## config.mk

```make
export PLATFORM = sky130hd
export DESIGN_NAME = dmem_arbiter
export DESIGN_NICKNAME = d
export VERILOG_FILES = /design/src/rtl/dmem_arbiter.sv
export SDC_FILE = /design/constraint.sdc
export NUM_CORES = 1
export LEC_CHECK = 0
export CORE_AREA = 2 2 116 118
export CTS_CLUSTER_DIAMETER = 200
export DETAILED_ROUTE_END_ITERATION = 10
export DIE_AREA = 0 0 118 120
export GPL_TIMING_DRIVEN = 0
export PLACE_DENSITY = 0.79
export RECOVER_POWER = 25
export SKIP_LAST_GASP = 1
export SLEW_MARGIN = 0
export SYNTH_ARGS = -nofsm -noshare
export SYNTH_HDL_FRONTEND = slang
export SYNTH_SLANG_ARGS = --single-unit
```

## constraint.sdc

```tcl
create_clock -name clk -period 2.4 [get_ports clk]
set_input_delay 0.48 -clock clk [delete_from_list [all_inputs] [get_ports clk]]
set_output_delay 0.48 -clock clk [all_outputs]
set_load 0.1 [all_outputs]
```

## src/rtl/dmem_arbiter.sv

```systemverilog
// Two-port round-robin arbiter in front of the single data_mem port, with bounded lock bursts.
// Optional performance counters are enabled by defining DMEM_ARB_PERF_CNT_EN.
module dmem_arbiter #(
    parameter int DATA_WIDTH = 32,
    parameter int MAX_BURST  = 4
) (
    input  logic                  clk,
    input  logic                  rst,
    input  logic                  req0,
    input  logic                  we0,
    input  logic                  lock0,
    input  logic [DATA_WIDTH-1:0] addr0,
    input  logic [DATA_WIDTH-1:0] wdata0,
    output logic                  gnt0,
    output logic                  rvalid0,
    output logic [DATA_WIDTH-1:0] rdata0,
    input  logic                  req1,
    input  logic                  we1,
    input  logic                  lock1,
    input  logic [DATA_WIDTH-1:0] addr1,
    input  logic [DATA_WIDTH-1:0] wdata1,
    output logic                  gnt1,
    output logic                  rvalid1,
    output logic [DATA_WIDTH-1:0] rdata1,
    output logic [DATA_WIDTH-1:0] mem_a,
    output logic [DATA_WIDTH-1:0] mem_wd,
    output logic                  mem_we,
    input  logic [DATA_WIDTH-1:0] mem_rd,
    output logic                  busy
`ifdef DMEM_ARB_PERF_CNT_EN
    ,
    output logic [31:0]           conflict_cnt,
    output logic [15:0]           wait1_max
`endif
);
    localparam int CW = $clog2(MAX_BURST + 1);
    localparam logic [CW-1:0] BURST_LIMIT = CW'(MAX_BURST);

    // Handshake: a transfer happens in any cycle where req and gnt are both high; a requester
    // left waiting keeps req and its payload stable, and rvalid answers every transfer one cycle later.

    // busy doubles as "a lock owner exists"; owner_idx names it.
    logic          last_served;
    logic          owner_idx;
    logic [CW-1:0] burst_cnt;

    logic burst_full, hold0, hold1, break0, break1, lock_broken, lock_g;

    always_comb begin
        burst_full  = (burst_cnt == BURST_LIMIT);
        hold0       = busy && !owner_idx && req0;
        hold1       = busy &&  owner_idx && req1;
        break0      = hold0 && burst_full && req1;
        break1      = hold1 && burst_full && req0;
        lock_broken = break0 || break1;

        gnt0 = 1'b0;
        gnt1 = 1'b0;
        if (hold0 && !break0) begin
            gnt0 = 1'b1;
        end else if (hold1 && !break1) begin
            gnt1 = 1'b1;
        end else if (break0) begin
            gnt1 = 1'b1;
        end else if (break1) begin
            gnt0 = 1'b1;
        end else if (req0 && req1) begin
            gnt0 = last_served;
            gnt1 = !last_served;
        end else begin
            gnt0 = req0;
            gnt1 = req1;
        end

        lock_g = gnt1 ? lock1 : (gnt0 ? lock0 : 1'b0);
    end

    always_comb begin
        mem_we = (gnt0 && we0) || (gnt1 && we1);
        mem_a  = gnt0 ? addr0  : (gnt1 ? addr1  : '0);
        mem_wd = gnt0 ? wdata0 : (gnt1 ? wdata1 : '0);
    end

    always_ff @(posedge clk) begin
        if (rst) begin
            rvalid0     <= 1'b0;
            rvalid1     <= 1'b0;
            rdata0      <= '0;
            rdata1      <= '0;
            busy        <= 1'b0;
            owner_idx   <= 1'b0;
            burst_cnt   <= '0;
            last_served <= 1'b1;
        end else begin
            rvalid0 <= gnt0;
            rvalid1 <= gnt1;
            if (gnt0 && !we0) rdata0 <= mem_rd;
            if (gnt1 && !we1) rdata1 <= mem_rd;

            if ((gnt0 || gnt1) && lock_g && !lock_broken) begin
                busy      <= 1'b1;
                owner_idx <= gnt1;
                // A fresh owner starts its burst at one; a continuing owner saturates.
                if (busy && (owner_idx == gnt1)) begin
                    if (!burst_full) burst_cnt <= burst_cnt + 1'b1;
                end else begin
                    burst_cnt <= CW'(1);
                end
            end else begin
                busy      <= 1'b0;
                owner_idx <= 1'b0;
                burst_cnt <= '0;
            end

            if (gnt0 || gnt1) last_served <= gnt1;
        end
    end

`ifdef DMEM_ARB_PERF_CNT_EN
    logic [15:0] wait1_run;
    logic [15:0] wait1_next;

    always_comb begin
        wait1_next = (wait1_run == 16'hFFFF) ? wait1_run : wait1_run + 16'd1;
    end

    always_ff @(posedge clk) begin
        if (rst) begin
            conflict_cnt <= '0;
            wait1_run    <= '0;
            wait1_max    <= '0;
        end else begin
            if (req0 && req1) conflict_cnt <= conflict_cnt + 32'd1;
            if (req1 && !gnt1) begin
                wait1_run <= wait1_next;
                if (wait1_next > wait1_max) wait1_max <= wait1_next;
            end else begin
                wait1_run <= '0;
            end
        end
    end
`endif

endmodule

```

* After elaboration in Yosys (flattened, before gate mapping) *
Index checks and enable logic that the tools add are counted.

word-level totals
  output and inout bits = 134
  bits of input ports = 168
  word-level logic and storage cells = 64
  flip-flop bits (word level) = 72

cells by class
  reduce and logical (&&, ||, !) cells = 30
  mux-type cells = 19
  eq/ne operators = 3
  bitwise logic cells = 2
  $add $sub $neg = 1

operators by type and width
  operator                                                       number
  32-bit two-way mux                                             4
  1-bit logical AND                                              18
  1-bit two-way mux                                              15
  1-bit logical NOT                                              7
  3-bit by 1-bit adder with 3-bit output, second input constant  1
  3-bit == test, second input constant                           1
  1-bit logical OR                                               3
  3-bit OR reduction                                             1
  2-bit inequality test, second input constant                   1
  1-bit inverter                                                 2
  2-bit OR reduction                                             1
  1-bit == test                                                  1

* Longest topological paths before layout *
Gate-level depths: netlist (run 1).

  depth after elaboration = 14
  depth in mapped cells = 10
  mapped depth without buffers = 7

* Worst setup path before layout (run 1) *
OpenSTA, ideal clock, no wires.

  path type = register -> output
  start = register busy
  end = output port mem_wd[18]
  buffers on the path = 2
  setup slack = -1128 ps
  data arrival time = 3048 ps
  cell stages (with the launch flop) = 7
  data required time = 1920 ps
  cells stage by stage = dfxtp_1 -> nand2b_1 -> and2_1 -> a22o_1 -> buf_6 -> buf_2 -> a22o_1

on the way
  cells in the longest elaborated chain, start to end = 10
  elaborated cells on any way between the ends = 22
  those cells by class = mux: 10; reduce/logical: 12

RTL lines
  item                                                    RTL line  source
  start: declaration                                      29        output logic busy
  start signal: assignment                                90        busy <= 1'b0;
  start signal: assignment                                101       busy <= 1'b1;
  start signal: assignment                                110       busy <= 1'b0;
  1-bit logical AND (2 in a row)                          52        hold1 = busy && owner_idx && req1;
  1-bit logical AND (2 in a row)                          54        break1 = hold1 && burst_full && req0;
  1-bit two-way mux or 1-bit logical NOT (tied branches)  65, 61
  1-bit two-way mux or 1-bit logical AND (tied branches)  63, 61
  1-bit two-way mux                                       61        end else if (hold1 && !break1) begin
  1-bit two-way mux (*)                                   59        if (hold0 && !break0) begin
  net gnt1                                                22        output logic gnt1,
  32-bit two-way mux (*) (2 in a row)                     81        mem_wd = gnt0 ? wdata0 : (gnt1 ? wdata1 : '0);
  end: declaration                                        26        output logic [DATA_WIDTH-1:0] mem_wd,

The timed path passes the listed nets; every way through them passes the cells marked *.

* Worst setup path after layout (run 1) *
  start = input port req0
  end = output port mem_wd[8]

on the way
  cells in the longest elaborated chain, start to end = 8
  elaborated cells on any way between the ends = 21
  those cells by class = mux: 12; reduce/logical: 9

RTL lines
  item                                                    RTL line  source
  start: declaration                                      9         input logic req0,
  1-bit logical AND, on equally long branches             67, 51
  1-bit two-way mux or 1-bit logical AND (tied branches)  67, 53
  1-bit two-way mux or 1-bit logical AND (tied branches)  65, 53
  1-bit two-way mux or 1-bit logical NOT (tied branches)  63, 59
  1-bit two-way mux or 1-bit logical AND (tied branches)  61, 59
  1-bit two-way mux                                       59
  32-bit two-way mux                                      81
  32-bit two-way mux (*)                                  81

Every way passes the cells marked *; elsewhere a longest branch is shown, timed or not.

==> flow_summary.yaml, run 1 <==
final_layout:
  final_cells: 880
  diodes: 0
  mostFrequentLayoutCells: "clkdlybuf4s50_1, nand2b_1, dfxtp_1"
  drive_above_1_share_pct: 27.6
  layout_commonest_cell: "clkdlybuf4s50_1"
  final_nets: 869
  fin_util_pct: 66.1
  final_area_mm2: 0.00857
  area_growth_pct: 127
clocking:
  numClockSinks: 72
  clkSlewWorstSetupHoldPaths_ps: 50
  ctsHoldBuffers: 0
  cts_tree: "done"
  cts-root-buf: "clkbuf_16"
  cts_buffers: 9
  cts-htree-levels: 3
  cts_buffer_depth: 2
  clock_latency_ps: 330
logic_synthesis:
  postSynthCellCount: 373
  ys_seq_area_share_pct: 38.1
  avgSynthCellArea_um2: 10.1
  synth_area_mm2: 0.00378
  synth.area.top_cells: "dfxtp_1, mux2i_1, nand2b_1, a22o_1, buf_6"
  netlist.area_leader.share_pct: 38.1
  synth_flop_cell: "dfxtp_1"
  ys_ff_latch: 72
  synth-edff-count: 0
  async_reset_ff_share_pct: 0
  yosys.area.top_type: "dfxtp_1"
  synthesis.nets: 543
  yosysWarnings: 0
  yosysUniqueCellTypes: 33
setup_path:
  crit_chain: "clkdlybuf4s50_1 > inv_2 > a22o_1 > buf_6 > buf_8 > buf_16 > a22o_4 > buf_12"
  critPathMaxFanout: 6
  arrival_ps: 2270
  slowest_delay_ps: 560
  r2r_slack_ps: 200
  path_class: "input port to primary output"
  cp.buffers_inverters: 6
  rr_endpoint: "rdata1[28]"
  critical-path-slowest-cell: "clkdlybuf4s50_1"
  crit_path_end_kind: "primary output"
  start_kind: "input port"
  r2r_cells: 8
  cp_data_required_time_ps: 1920
  critPathTopFamily: "buffers and inverters"
  reg2reg_from: "burst_cnt[0]"
hold_path:
  hold_path_class: "register to register"
  whs_path_depth: 2
  min_to: "rdata0[14]"
  min_from: "rdata0[14]"
routing:
  vias: 4172
  post_drt_wl_per_cell_um: 19.6
  drcViolationCount: 0
  routed_wl_mm: 17.2
  final_antenna_net_count: 0
  firstDrtPassIters: 4
  drt_iter0_drc: 243
  viasPerCell: 4.74
power:
  p_per_area_mw_per_mm2: 651
  peakVddDrop_mv: 0.431
  p_leak_nw: 3.58
sta:
  finalHoldViolCount: 0
  clock.fmax_mhz: 364
  worst_pin_slew_ps: 1040
  period_share_pct: 114
  drv_slew: 0
  relSlewSlack_pct: 30.2
  rsz0062_at_grt: "true"
  fin_crit_ps: 2750
  setup_violations: 66
  worst_slack_ps: -348
  fin_skew_ps: 3.71
floorplanning:
  io_pins: 302
  dieWidth_um: 118
  start_util_pct: 29.1
  die-area_mm2: 0.0142
  coreArea_mm2: 0.0130
  die_h_um: 120
  fp-row-count: 42
global_routing:
  antenna_found_initial: 0
  grt_max_degree: 12
  track_usage_pct: 23.7
  grt_pass1_wl_mm: 26.2
  grt_overflow: 0
  grt_pass1_vias: 4488
placement:
  place.port_buffers: 300
  place_congestion: 0.779
  post_dp_cell_area_mm2: 0.00751
  post-dp-hpwl_mm: 13.4
  dp_cells: 849
flow_run:
  drv_cap: 0
outcome:
  status: "finished with violations"
  violations: "negative setup slack"
timing repair:
item / CTS / global route
pin swaps: 14 / 1
buffers inserted: 12 / 3
resized for setup: 588 / 7
gates cloned: 1 / 1
endpoints found under the setup margin: 67 / 67
endpoints found under the hold margin: 0 / 0
flip-flops by register name, summed over array words and instances (netlist names):
name         count
rvalid1          1
rdata0          32
last_served      1
busy             1
rvalid0          1
rdata1          32
owner_idx        1
burst_cnt        3
cell usage after synthesis (all sizes together) (3+ instances only):
library cell	n
nand2b	97
dfxtp	72
a22o	66
mux2i	66
buf	19
clkbuf	14
inv	5
and2	3
and3	3
nand2	3
nor2b	3
worst max path at each step:
stage / from / end / slack [ps] / cells after the start
2_1_floorplan: burst_cnt[0] / mem_a[0] / -60 / 9
3_3_place_gp: req1 / mem_a[5] / -1440 / 7
3_5_place_dp: req1 / mem_a[5] / -1460 / 7
4_1_cts: burst_cnt[0] / mem_wd[8] / -330 / 10
5_1_grt: burst_cnt[0] / mem_wd[8] / -410 / 10
6_report: req0 / mem_wd[8] / -350 / 8
worst min-delay path, delay by kind of cell (launching register included):
kind | cells | cell delay (ps)
flip-flops | 1 | 300
AND/OR/NAND/NOR | 1 | 60
multiplexers | 1 | 60
power breakdown:
part	leakage, nW	switching (mW)	internal, mW
Sequential	0.590	0.0411	1.27
Clock	0.134	0.476	0.725
Combinational	2.85	1.92	1.16
layer usage:
layer  track usage [%]  share of wire [%]
met1              27.2                 38
met2              42.4                 52
met3              7.98                7.9
met4              5.87                1.8
met5                 0                  0
metrics by stage:
step	setup TNS [ps]	setup slack [ps]	hold WS (ps)	power (mW)
5_1_grt	-24090	-405	492	5.75
2_1_floorplan	-455	-55.9	437	3.27
6_report	-19470	-348	470	5.58
3_5_place_dp	-86720	-1460	454	4.04
4_1_cts	-18860	-334	465	5.59
3_3_place_gp	-85300	-1440	450	4.01
layout make-up:
cell class / count / area [um2]
inverters: 5 / 18.8
multi-input cells: 263 / 2670
fillers: 993 / 4410
plain buffers: 31 / 282
clock buffers: 13 / 250
clock inverters: 3 / 16.3
repair buffers: 317 / 3670
well taps: 176 / 220
flip-flops and latches: 72 / 1450
cells by family (layout without fill, tap and decap cells):
| family | after synthesis | in the layout | share of synthesized area, % |
|---|---|---|---|
| adder cells (fa/ha/maj) | 2 | 2 | 0.662 |
| buffers and inverters | 38 | 369 | 5.82 |
| flip-flops | 72 | 72 | 38.1 |
| multiplexers | 67 | 67 | 18.1 |
| AO/OA/AOI/OAI | 77 | 77 | 17.9 |
| XOR/XNOR | 2 | 2 | 0.463 |
| AND/OR/NAND/NOR | 115 | 115 | 18.9 |
Note: power is estimated with default switching activity, not from simulation.
==> run 2, diff against run 1 <==
CELL_PAD_IN_SITES_DETAIL_PLACEMENT = 1   (was default)
CELL_PAD_IN_SITES_GLOBAL_PLACEMENT = 2   (was default)
CORE_AREA = 2 2 157 159   (was 2 2 116 118)
DIE_AREA = 0 0 159 161   (was 0 0 118 120)
PLACE_DENSITY = 0.8   (was 0.79)
==> run 2 against run 1 <==
Die area increased by 81%. Critical path type is now register to primary output. Highest routed layer unchanged. The flow still finishes with violations (negative setup slack). Clock skew is 1.8 ps higher. Flip-flop and latch count stayed put. Critical path depth is 2 higher. Critical endpoint unchanged.
==> flow_summary.yaml, run 2 (synthesized netlist as in run 1, its figures left out) <==
setup_path:
  crit_cells: 10
  cp.buffers_inverters: 5
  cp_data_required_time_ps: 1920
  critPathMaxFanout: 7
  critical-path-slowest-cell: "dfxtp_2"
  crit_chain: "inv_2 > ha_4 > and2_4 > mux2i_4 > a22o_1 > buf_6 > buf_8 > clkbuf_16 > a22o_4 > buf_12"
  start_kind: "register"
  crit_path_end_kind: "primary output"
  path_class: "register to primary output"
  arrival_ps: 2260
  r2r_slack_ps: 320
  critPathTopFamily: "buffers and inverters"
  r2r_cells: 8
  slowest_delay_ps: 330
final_layout:
  fillers: 2554
  diodes: 0
  top_regs: "rdata0 x32, rdata1 x32, burst_cnt x3"
  fin_util_pct: 38.3
  final_nets: 874
  drive_above_1_share_pct: 28.7
  mostFrequentLayoutCells: "clkdlybuf4s50_1, nand2b_1, buf_12"
  layout_commonest_cell: "clkdlybuf4s50_1"
  final_cells: 1032
  area_growth_pct: 143
placement:
  dp_slack_ps: -1400
  dp_cells: 997
  post-dp-hpwl_mm: 14.6
  place_congestion: 0.767
  place.port_buffers: 300
routing:
  firstDrtPassIters: 4
  final_antenna_net_count: 0
  viasPerCell: 4.05
  drt_iter0_drc: 129
  post_drt_wl_per_cell_um: 18.8
  vias: 4183
  drcViolationCount: 0
  routed_wl_mm: 19.4
power:
  peakVddDrop_mv: 0.378
  p_leak_nw: 3.76
  p_sw_share_pct: 40.6
  comb_power_share_pct: 51.9
  pwr-share-clk_pct: 27.0
  seqPwrFrac_pct: 21.1
  p_per_area_mw_per_mm2: 675
  intPower_mw: 3.68
  power.switching_mw: 2.51
global_routing:
  grt-busiest-layer: "met2"
  met2_usage_pct: 26.9
  grt_overflow: 0
  gr-usage-met1_pct: 16.0
  grt_pass1_wl_mm: 28.5
  grtUsageMet3_pct: 5.11
  antenna_found_initial: 0
  grt_pass1_vias: 4550
  track_usage_pct: 14.5
  grt_max_degree: 13
flow_run:
  drv_cap: 0
sta:
  fin_crit_ps: 2740
  fin_skew_ps: 5.51
  worst_slack_ps: -343
  finalHoldViolCount: 0
  setup_violations: 67
  worst_pin_slew_ps: 1090
  relSlewSlack_pct: 27.3
  rsz0062_at_grt: "true"
  drv_slew: 0
  clock.fmax_mhz: 365
  period_share_pct: 114
floorplanning:
  io_pins: 302
  start_util_pct: 15.8
  die-area_mm2: 0.0256
  fp-row-count: 57
  coreArea_mm2: 0.0240
  dieWidth_um: 159
  die_h_um: 161
clocking:
  cts_buffer_depth: 2
  cts_tree: "done"
  cts_buffers: 9
  clock_latency_ps: 340
  ctsHoldBuffers: 0
  numClockSinks: 72
  cts-root-buf: "clkbuf_16"
  clkSlewWorstSetupHoldPaths_ps: 60
  cts-htree-levels: 3
outcome:
  violations: "negative setup slack"
  status: "finished with violations"
hold_path:
  hold_path_class: "register to register"
  whs_path_depth: 2
run 2: cell count changes in the layout (fill, tap and decap cells not counted), moves of 2 or more:
cell,before,now
a22o_2,4,2
a22o_4,61,63
buf_12,47,71
buf_4,15,20
buf_6,29,8
buf_8,8,4
bufinv_16,0,4
clkbuf_1,14,11
clkbuf_4,2,0
clkinv_2,2,0
run 2: metrics by stage:
step                      setup TNS, ps  cell area (um2)  power (mW)  hold WS (ps)
final                            -19760             9180        6.19           471
after floorplan                    -455             4290        3.27           437
after CTS                        -20560             8840        6.12           481
after detailed placement         -88240             7700        4.05           468
after global placement           -87510             7700        4.04           458
after global routing             -25610             9180        6.40           494
run 2: worst register-to-register path, cell delays in order, from the launching register on:
cell,delay [ps]
dfxtp_2,330
inv_2,50
ha_4,150
and2_4,150
buf_4,160
mux2_2,240
a2bb2oi_2,390
buf_4,320
mux2i_1,220
run 2: worst paths after layout:
path | startpoint | end
setup / recovery | burst_cnt[0] | mem_wd[8]
hold / removal | rdata0[21] | rdata0[21]
setup reg to reg | burst_cnt[0] | rdata1[16]
hold reg to reg | rdata0[21] | rdata0[21]
run 2: layout make-up:
cell class	count	area (um2)	area share, %
Buffer	32	325	3.54
Clock buffer	10	239	2.60
Clock inverter	5	129	1.40
Inverter	5	18.8	0.204
Multi-Input combinational cell	263	2690	29.3
Sequential cell	72	1450	15.8
Tap cell	324	405	4.42
Timing Repair Buffer	321	3920	42.7
run 2: power by group through the flow:
stage / sequential (mW) / combinational [mW] / clock, mW
6_report: 1.30 / 3.22 / 1.67
5_1_grt: 1.31 / 3.31 / 1.78
4_1_cts: 1.31 / 3.09 / 1.73
3_5_place_dp: 1.33 / 2.72 / 0
3_3_place_gp: 1.33 / 2.71 / 0
2_1_floorplan: 1.79 / 1.48 / 0
run 2: what timing repair did:
action | CTS | global route
endpoints found under the setup margin | 67 | 68
pin swaps | 7 | 9
cloned | 2 | 2
gates resized for setup | 591 | 56
buffers inserted | 12 | 5
run 2: per-layer routing:
metal  part of all wire [%]  routed length (um)  up-vias
met5                      0                   0        -
met4                    1.4                 281        0
met3                    7.6                1480       20
met2                     52               10200      189
met1                     39                7510     1984
li1                       -                   -     1990
